### src/rtl/arbiter_out_fifo.sv
// rtl/arbiter_out_fifo.sv - registered output FIFO between the arbiter and its consumer
// Optional combinational empty-bypass is enabled by defining ARB_OUT_FIFO_BYPASS_EN.
module arbiter_out_fifo #(
  parameter int DWIDTH       = 16,
  parameter int DEPTH        = 4,
  parameter int AFULL_THRESH = DEPTH - 1
) (
  input  logic                         clk,
  input  logic                         rst,
  input  logic                         in_valid,
  input  logic [DWIDTH-1:0]            in_data,
  output logic                         in_ready,
  output logic                         out_valid,
  output logic [DWIDTH-1:0]            out_data,
  input  logic                         out_ready,
  output logic [$clog2(DEPTH+1)-1:0]   count,
  output logic                         almost_full
);

  localparam int AW = (DEPTH > 1) ? $clog2(DEPTH) : 1;
  localparam int CW = $clog2(DEPTH + 1);
  localparam logic [CW-1:0] FULL_C  = CW'(DEPTH);
  localparam logic [CW-1:0] AFULL_C = CW'(AFULL_THRESH);

  logic [DWIDTH-1:0] mem_q [DEPTH];
  logic [AW-1:0]     wr_ptr_q, wr_ptr_d;
  logic [AW-1:0]     rd_ptr_q, rd_ptr_d;
  logic [CW-1:0]     count_q, count_d;
  logic              stored_valid;
  logic              push;
  logic              pop;

  // All flags come from registered occupancy so in_ready never sees out_ready.
  assign stored_valid = (count_q != '0);
  assign in_ready     = (count_q != FULL_C);
  assign almost_full  = (count_q >= AFULL_C);
  assign count        = count_q;
  assign pop          = stored_valid & out_ready;

`ifdef ARB_OUT_FIFO_BYPASS_EN
  logic bypass;
  assign bypass    = ~stored_valid & in_valid;
  assign out_valid = stored_valid | bypass;
  assign out_data  = bypass ? in_data : mem_q[rd_ptr_q];
  // A bypassed word taken by the consumer in the same cycle is never stored.
  assign push      = in_valid & in_ready & ~(bypass & out_ready);
`else
  assign out_valid = stored_valid;
  assign out_data  = mem_q[rd_ptr_q];
  assign push      = in_valid & in_ready;
`endif

  always_comb begin
    wr_ptr_d = wr_ptr_q + AW'(push);
    rd_ptr_d = rd_ptr_q + AW'(pop);
    count_d  = count_q;
    case ({push, pop})
      2'b10:   count_d = count_q + CW'(1);
      2'b01:   count_d = count_q - CW'(1);
      default: count_d = count_q;
    endcase
  end

  always_ff @(posedge clk) begin
    if (rst) begin
      wr_ptr_q <= '0;
      rd_ptr_q <= '0;
      count_q  <= '0;
    end else begin
      wr_ptr_q <= wr_ptr_d;
      rd_ptr_q <= rd_ptr_d;
      count_q  <= count_d;
    end
  end

  always_ff @(posedge clk) begin
    if (push) begin
      mem_q[wr_ptr_q] <= in_data;
    end
  end

  assert property (@(posedge clk) disable iff (rst) count_q <= FULL_C);

endmodule

### config.mk
export PLATFORM = sky130hd
export DESIGN_NAME = arbiter_out_fifo
export DESIGN_NICKNAME = d
export VERILOG_FILES = /design/src/rtl/arbiter_out_fifo.sv
export SDC_FILE = /design/constraint.sdc
export NUM_CORES = 1
export LEC_CHECK = 0
export ABC_AREA = 1
export BUFFER_PORTS_ARGS = -buffer_cell sky130_fd_sc_hd__clkbuf_2
export CORE_MARGIN = 2
export CORE_UTILIZATION = 30
export CTS_CLUSTER_SIZE = 10
export DETAILED_ROUTE_END_ITERATION = 7
export PLACE_DENSITY_LB_ADDON = 0.05
export RECOVER_POWER = 25
export SLEW_MARGIN = 10
export SYNTH_ARGS = -nofsm -noshare
export SYNTH_HDL_FRONTEND = slang
export SYNTH_SLANG_ARGS = --single-unit
### constraint.sdc
create_clock -name clk -period 5.1 [get_ports clk]
set_input_delay 0.765 -clock clk [delete_from_list [all_inputs] [get_ports clk]]
set_output_delay 0.765 -clock clk [all_outputs]
set_load 0.02 [all_outputs]
Yosys cells after proc, flatten, opt, wreduce, memory -nomap -nowiden
Memory sizes are Yosys's and may differ from the RTL's. A register that Yosys moved wholly into a read port is not among the register bits.
Cells that the tools add are included.
Storage, ports and cells
  register bits: 7
  memory bits (writable): 64
  output and inout port bits: 22
  memories kept: 1
Memories
  mem_q: words 4, width 16, read ports 1, clocked after memory_dff 1, write ports 1, line 25  | logic [DWIDTH-1:0] mem_q [DEPTH];
Operators by class
  $add $sub $neg: 4
  magnitude comparators: 1
  equal/unequal tests: 3
  multiplexer cells: 4
  bitwise logic cells: 2
  reduce and logical (&&, ||, !) cells: 2
Operator list (count)
  $pmux W3 S2: 1
  $add A2 B1 Y2: 2
  $add A3 B1 Y3 const B: 1
  $ge A3 B2 Y1 const B: 1
  $ne A3 B3 Y1 const B: 1
  $reduce_bool A3 Y1: 1
  $sub A3 B1 Y3 const B: 1
  $and A1 B1 Y1: 2
  $eq A2 B1 Y1 const B: 1
  $eq A2 B2 Y1 const B: 1
  $mux W1: 2
  $mux W2: 1
  $reduce_bool A2 Y1: 1

Logic depth before layout (Yosys ltp)
Gate-level depths: netlist of the first run.
  word-level depth: 4
  gate-level depth with buffers: 12

Least setup slack after synthesis of the first run
OpenSTA, ideal clock, no wires.
  kind: input to register
  start point: input in_valid
  end point: memory mem_q[0][0] (enable)
  arrival: 1.991 ns
  path slack: 2.700 ns
  stages: 2
  path buffers: 0
  path through: nand2_2 -> nor3_1
On the way
  cells in the longest elaborated chain, start to end: 3
Ends and longest elaborated chain
  from (decl): line 10  | input logic in_valid,
  $and A1 B1 Y1: line 50  | assign push = in_valid & in_ready;
  $mux W1: line 77  | if (push) begin
  $mux W1 (not written as such): line 78  | mem_q[wr_ptr_q] <= in_data;
  to (decl): line 25
Every way passes these cells.

==> flow_summary.ini, run 1 <==
[cts]
cts-root-buf = clkbuf_8
post-cts-setup-buffers = 0
cts_max_level = 3
clock_sinks = 71
hold_buffers = 0
cts_buffer_depth = 2
clkTransAtPathRegs_ns = 0.08
cts_buffers = 9
clock_latency_ns = 0.35
post_cts_resize_count = 0
cts_tree = yes

[die]
io_pins = 42
start_util_pct = 30.5
die_area_mm2 = 0.0106
core_area_mm2 = 0.00964
rows = 36
die_w_um = 103
dieHeight_um = 103

[routing]
drt_wl_total_um = 5820
drt_iter0_drc = 27
wl_per_cell_um = 14.9
drc = 0
firstDrtPassIters = 4
postRouteAntennaNets = 0
vias = 1711
viasPerCell = 4.38

[yosys]
yosys-top-cells-area = edfxtp_1 (65%), o22ai_2 (6.4%), dfxtp_1 (4.8%)
ys_seq_elements = 71
synth.avg_cell_area_um2 = 14.3
yosysTopAreaCellShare_pct = 65.3
synth_top_cell_by_area = edfxtp_1
ys_seq_area_share_pct = 70.1
netlist_area_mm2 = 0.00294
synth_fp_nets = 229
yosysWarnings = 0
postSynthCellCount = 205
synth.distinct_cells = 26

[global_routing]
gr-usage-all-layers_pct = 12.1
grt_max_degree = 34
grt_pass1_wl_um = 9180
grt-ovfl-total = 0
antenna_found_initial = 0
grt_pass1_vias = 1711

[min_path]
hold_class = register to register

[timing]
layout_setup_ws_ns = 2.37
slew_headroom_pct = 48.3
hold_viol_final = 0
final-max-slew-violation-count = 0
fmax_mhz = 367
worst_pin_slew_ns = 0.774
rsz0062_at_grt = no
finalCriticalPeriod_ns = 2.73
finalSetupTns_ns = 0
fin_crit_sh_pct = 53.5
finClkSkew_ns = 0.0102
finalSetupViolCount = 0

[worst_setup_path]
required_ns = 4.34
start_kind = register
crit_type = register to output port
cp_max_fo = 18
crit_path_end_kind = output port
worstPathArrival_ns = 1.96

[cells_and_area]
drive_gt1_share_pct = 37.2
final_common_cell = edfxtp_1
fin_util_pct = 35.9
nNetsFinal = 277
layout_common_cells = edfxtp_1 (64), nor2_1 (31), clkbuf_2 (31)
area_growth_pct = 17.7
diodes = 0

[run]
drv_cap = 0

[placed_design]
gp_congestion = 0.684
dp_hpwl_um = 3600
dp_slack_ns = 2.73
io_buffer_count = 41

[power]
p_per_area_mw_per_mm2 = 525
p_leak_nw = 1.22
peakVddDrop_uv = 191

[status]
outcome = finished clean
==> report_power, final <==
group	switching, W	internal, W	leakage (nW)
sequential	0.0000347	0.000707	0.645
combinational	0.000432	0.000211	0.490
clock	0.000212	0.000221	0.0840
==> critical path, cell delays in order (launching register included) <==
cell and delay, ns:
dfxtp_1 0.80, clkinv_4 0.38, o21ai_0 0.20, o22ai_2 0.08
clkbuf_2 0.16
==> cell usage after synthesis (all sizes together) <==
master,number
buf,9
o21ai,35
o22ai,16
fa,1
xnor2,2
inv,14
edfxtp,64
nor2,37
ha,3
and2,1
nand2,5
nor3,4
nand3,3
nand4,1
a21oi,2
clkinv,1
dfxtp,7
==> flip-flops by register name, indices dropped and copies added (netlist names) <==
signal and flops:
wr_ptr_q 2, rd_ptr_q 2, count 3, mem_q 64
==> cell type report <==
type / instances / area [µm²]
clock buffer: 9 / 124
inverter: 15 / 61.3
clock inverter: 7 / 63.8
multi-input combinational: 110 / 754
fill: 1000 / 6180
timing repair buffer: 46 / 230
sequential: 71 / 2060
tap: 133 / 166
==> path summary, 6_finish.rpt <==
kind	startpoint	to	slack, ns	cells past startpoint
setup / recovery	rd_ptr_q[1]	out_data[14]	2.37	4
setup reg to reg	count[1]	mem_q[0][7]	3.28	5
hold / removal	count[1]	count[1]	0.54	2
hold reg to reg	count[1]	count[1]	0.54	2
==> logic make-up after synthesis <==
group,synth area share [%]
AO/OA/AOI/OAI,14.7
XOR/XNOR,0.596
adder cells (fa/ha/maj),1.96
buffers and inverters,4.93
flip-flops,70.1
AND/OR/NAND/NOR,7.74
==> per-stage QoR <==
stage / std cells / total power (W) / cell area [µm²] / hold WS, ns
2_1_floorplan: 205 / 0.00125 / 2940 / 0.520
3_3_place_gp: 375 / 0.00142 / 3290 / 0.532
3_5_place_dp: 375 / 0.00142 / 3290 / 0.539
4_1_cts: 391 / 0.00186 / 3470 / 0.551
5_1_grt: 391 / 0.00194 / 3460 / 0.596
6_report: 391 / 0.00182 / 3460 / 0.544
==> routing by layer <==
| layer | GRT usage, % | share of wire (%) | vias up |
|---|---|---|---|
| li1 | - | - | 838 |
| met1 | 15.6 | 47 | 820 |
| met2 | 18.3 | 45 | 43 |
| met3 | 4.47 | 6.0 | 10 |
| met4 | 5.47 | 1.9 | 0 |
| met5 | 0 | 0 | - |
Note: power is estimated with default switching activity, not from simulation.
==> inputs of run 2 (changes only) <==
--- a/config.mk
+++ b/config.mk
@@ -5,7 +5,7 @@
 export SDC_FILE = /design/constraint.sdc
 export NUM_CORES = 1
 export LEC_CHECK = 0
-export ABC_AREA = 1
+export ABC_AREA = 0
 export BUFFER_PORTS_ARGS = -buffer_cell sky130_fd_sc_hd__clkbuf_2
 export CORE_MARGIN = 2
 export CORE_UTILIZATION = 30
==> constraint.sdc (replaced) <==
create_clock -name clk -period 2.4 [get_ports clk]
set_input_delay 0.36 -clock clk [delete_from_list [all_inputs] [get_ports clk]]
set_output_delay 0.36 -clock clk [all_outputs]
set_load 0.02 [all_outputs]
==> flow_summary.ini, run 2 <==
[routing]
firstDrtPassIters = 4
vias = 1341
drt_wl_total_um = 5160
drc = 0
drt_iter0_drc = 55
viasPerCell = 4.58
wl_per_cell_um = 17.6
postRouteAntennaNets = 0

[power]
p_per_area_mw_per_mm2 = 1150
swShare_pct = 29.0
p_sw_w = 0.00112
p_int_w = 0.00274
clockPowerShare_pct = 32.0
pwr-share-seq_pct = 41.1
p_leak_nw = 1.17
peakVddDrop_uv = 658
combPwrFrac_pct = 26.9

[global_routing]
gr-usage-all-layers_pct = 11.8
antenna_found_initial = 0
grt_pass1_vias = 1571
grt-ovfl-total = 0
grt_max_degree = 17
grt_pass1_wl_um = 8400

[worst_setup_path]
crit_type = register to register
crit_chain = or3b_4 -> nand2_4 -> ha_1 -> inv_1 -> fa_1 -> xor2_1 -> or3_1 -> a21oi_1
worstPathArrival_ns = 2.47
crit_slowest_cell = or3b_4
slowest_delay_ns = 0.44
start_kind = register
path_delay_family = simple AND/OR/NAND/NOR gates
critPathBufInv = 1
required_ns = 2.66
crit_path_end_kind = register
r2r_setup_slack_ns = 0.19
cp_max_fo = 6

[yosys]
synth.distinct_cells = 24
synth_fa_ha_area_share_pct = 2.12
ys_seq_area_share_pct = 76.0
yosysTopAreaCellShare_pct = 70.8
yosys-top-cells-area = edfxtp_1 (71%), mux4_2 (8.3%), mux4_1 (5.8%)
synth_top_cell_by_area = edfxtp_1
synthMuxAreaShare_pct = 14.1
yosys.area_share.simple_pct = 3.60
synthMostInstantiatedCell = edfxtp_1
synth.avg_cell_area_um2 = 21.9
synth_fp_nets = 148
yosysWarnings = 0
synth_common_cells = edfxtp_1 (64), mux4_2 (10), dfxtp_1 (7)
ys_seq_elements = 71
synth-main-ff-cell = edfxtp_1
synth_top_family_by_area = multiplexers
netlist_area_mm2 = 0.00271
synthXorXnorAreaFrac_pct = 1.29
synth_compound_area_share_pct = 0.830
synth_async_sr_flop_share_pct = 0
postSynthCellCount = 124
synth_edf_count = 64

[cells_and_area]
diodes = 0
drive_gt1_share_pct = 37.3
nNetsFinal = 204
largest_register = mem_q
seq_area_mm2 = 0.00206
multi_input_area_um2 = 634
layout_common_cells = edfxtp_1 (64), clkbuf_2 (30), clkbuf_1 (12)
area_growth_pct = 23.8
n_fill_cell = 818
final_common_cell = edfxtp_1
largest_register_ffs = 64

[cts]
cts_tree = yes
clkTransAtPathRegs_ns = 0.08
cts_max_level = 3
clock_sinks = 71
cts-root-buf = clkbuf_8
clock_latency_ns = 0.34
cts_buffers = 9
cts_buffer_depth = 2
post-cts-setup-buffers = 0

[timing]
slew_headroom_pct = 34.2
worst_pin_slew_ns = 0.983
finalCriticalPeriod_ns = 2.21
hold_viol_final = 0
layout_setup_ws_ns = 0.187
hold_ws_ns = 0.238
finClkSkew_ns = 0.00598
finalSetupViolCount = 0
final-max-slew-violation-count = 0
fin_crit_sh_pct = 92.2
fmax_mhz = 452
rsz0062_at_grt = no

[die]
dieHeight_um = 99.1
die_w_um = 99.1
io_pins = 42
start_util_pct = 31.0
die_area_mm2 = 0.00982
core_area_mm2 = 0.00876
rows = 34

[status]
outcome = finished clean

[min_path]
hold_class = primary input to register

[placed_design]
dp_slack_ns = 0.0855
dp_hpwl_um = 3330
io_buffer_count = 41
gp_congestion = 0.673

[run]
drv_cap = 0
[run 2: cell types whose count changed in the layout (fill, tap and decap cells not counted), sizes merged, moves of 3 or more]
| cell | previous run | this run |
|---|---|---|
| bufinv | 1 | 4 |
| o21ai | 35 | 1 |
| clkinvlp | 3 | 0 |
| buf | 5 | 8 |
| inv | 14 | 4 |
| nor2 | 37 | 6 |
| o22ai | 16 | 0 |
| nor3 | 4 | 1 |
| nand3 | 3 | 0 |
| mux4 | 0 | 16 |
| nand2 | 5 | 2 |
[run 2: cell type report]
| class | count | area share (%) |
|---|---|---|
| Inverter | 4 | 0.447 |
| Clock inverter | 6 | 3.95 |
| Tap cell | 108 | 4.02 |
| Multi-Input combinational cell | 45 | 18.9 |
| Sequential cell | 71 | 61.4 |
| Clock buffer | 10 | 3.80 |
| Timing Repair Buffer | 49 | 7.49 |
[run 2: repair_timing]
| action | CTS | global route |
|---|---|---|
| endpoints found under the setup margin | 0 | 1 |
| hold buffers | 0 | 0 |
| gates resized for setup | 0 | 2 |
[run 2: final timing paths]
check / start / to / depth (start not counted)
hold / removal: in_data[12] / mem_q[2][12] / 1
setup reg to reg: count[0] / count[2] / 8
setup / recovery: count[0] / count[2] / 8
hold reg to reg: count[2] / count[2] / 2
[run 2: routing by layer]
metal | global-route usage [%] | share of wire [%] | up-vias
met5 | 0 | 0 | -
met4 | 5.80 | 2.1 | 0
met3 | 3.44 | 4.3 | 10
met2 | 19.8 | 51 | 36
met1 | 13.8 | 43 | 682
li1 | - | - | 613
[run 2: logic make-up after synthesis]
group | after synthesis
buffers and inverters | 8
and+or+nand+nor | 17
adders and majority gates | 4
xor gates and xnor gates | 4
muxes | 16
AOI/OAI and AO/OA | 4
DFF | 71
[run 2: power by group through the flow]
stage	clock (W)	sequential [W]	combinational, W
2_1_floorplan	0	0.00160	0.000738
3_3_place_gp	0	0.00159	0.00105
3_5_place_dp	0	0.00161	0.00107
4_1_cts	0.00126	0.00158	0.00107
5_1_grt	0.00131	0.00160	0.00114
6_report	0.00123	0.00159	0.00104
[run 2: metrics by stage]
step / utilization [%] / total power [W] / setup TNS (ns) / instances / area [µm²]
6_report: 38.3 / 0.00386 / 0 / 293 / 3360
5_1_grt: 38.3 / 0.00406 / 0 / 293 / 3360
4_1_cts: 38.4 / 0.00392 / 0 / 293 / 3370
3_5_place_dp: 35.5 / 0.00268 / 0 / 277 / 3110
3_3_place_gp: 35.5 / 0.00264 / 0 / 277 / 3110
2_1_floorplan: - / 0.00234 / -0.0131 / 124 / 2730
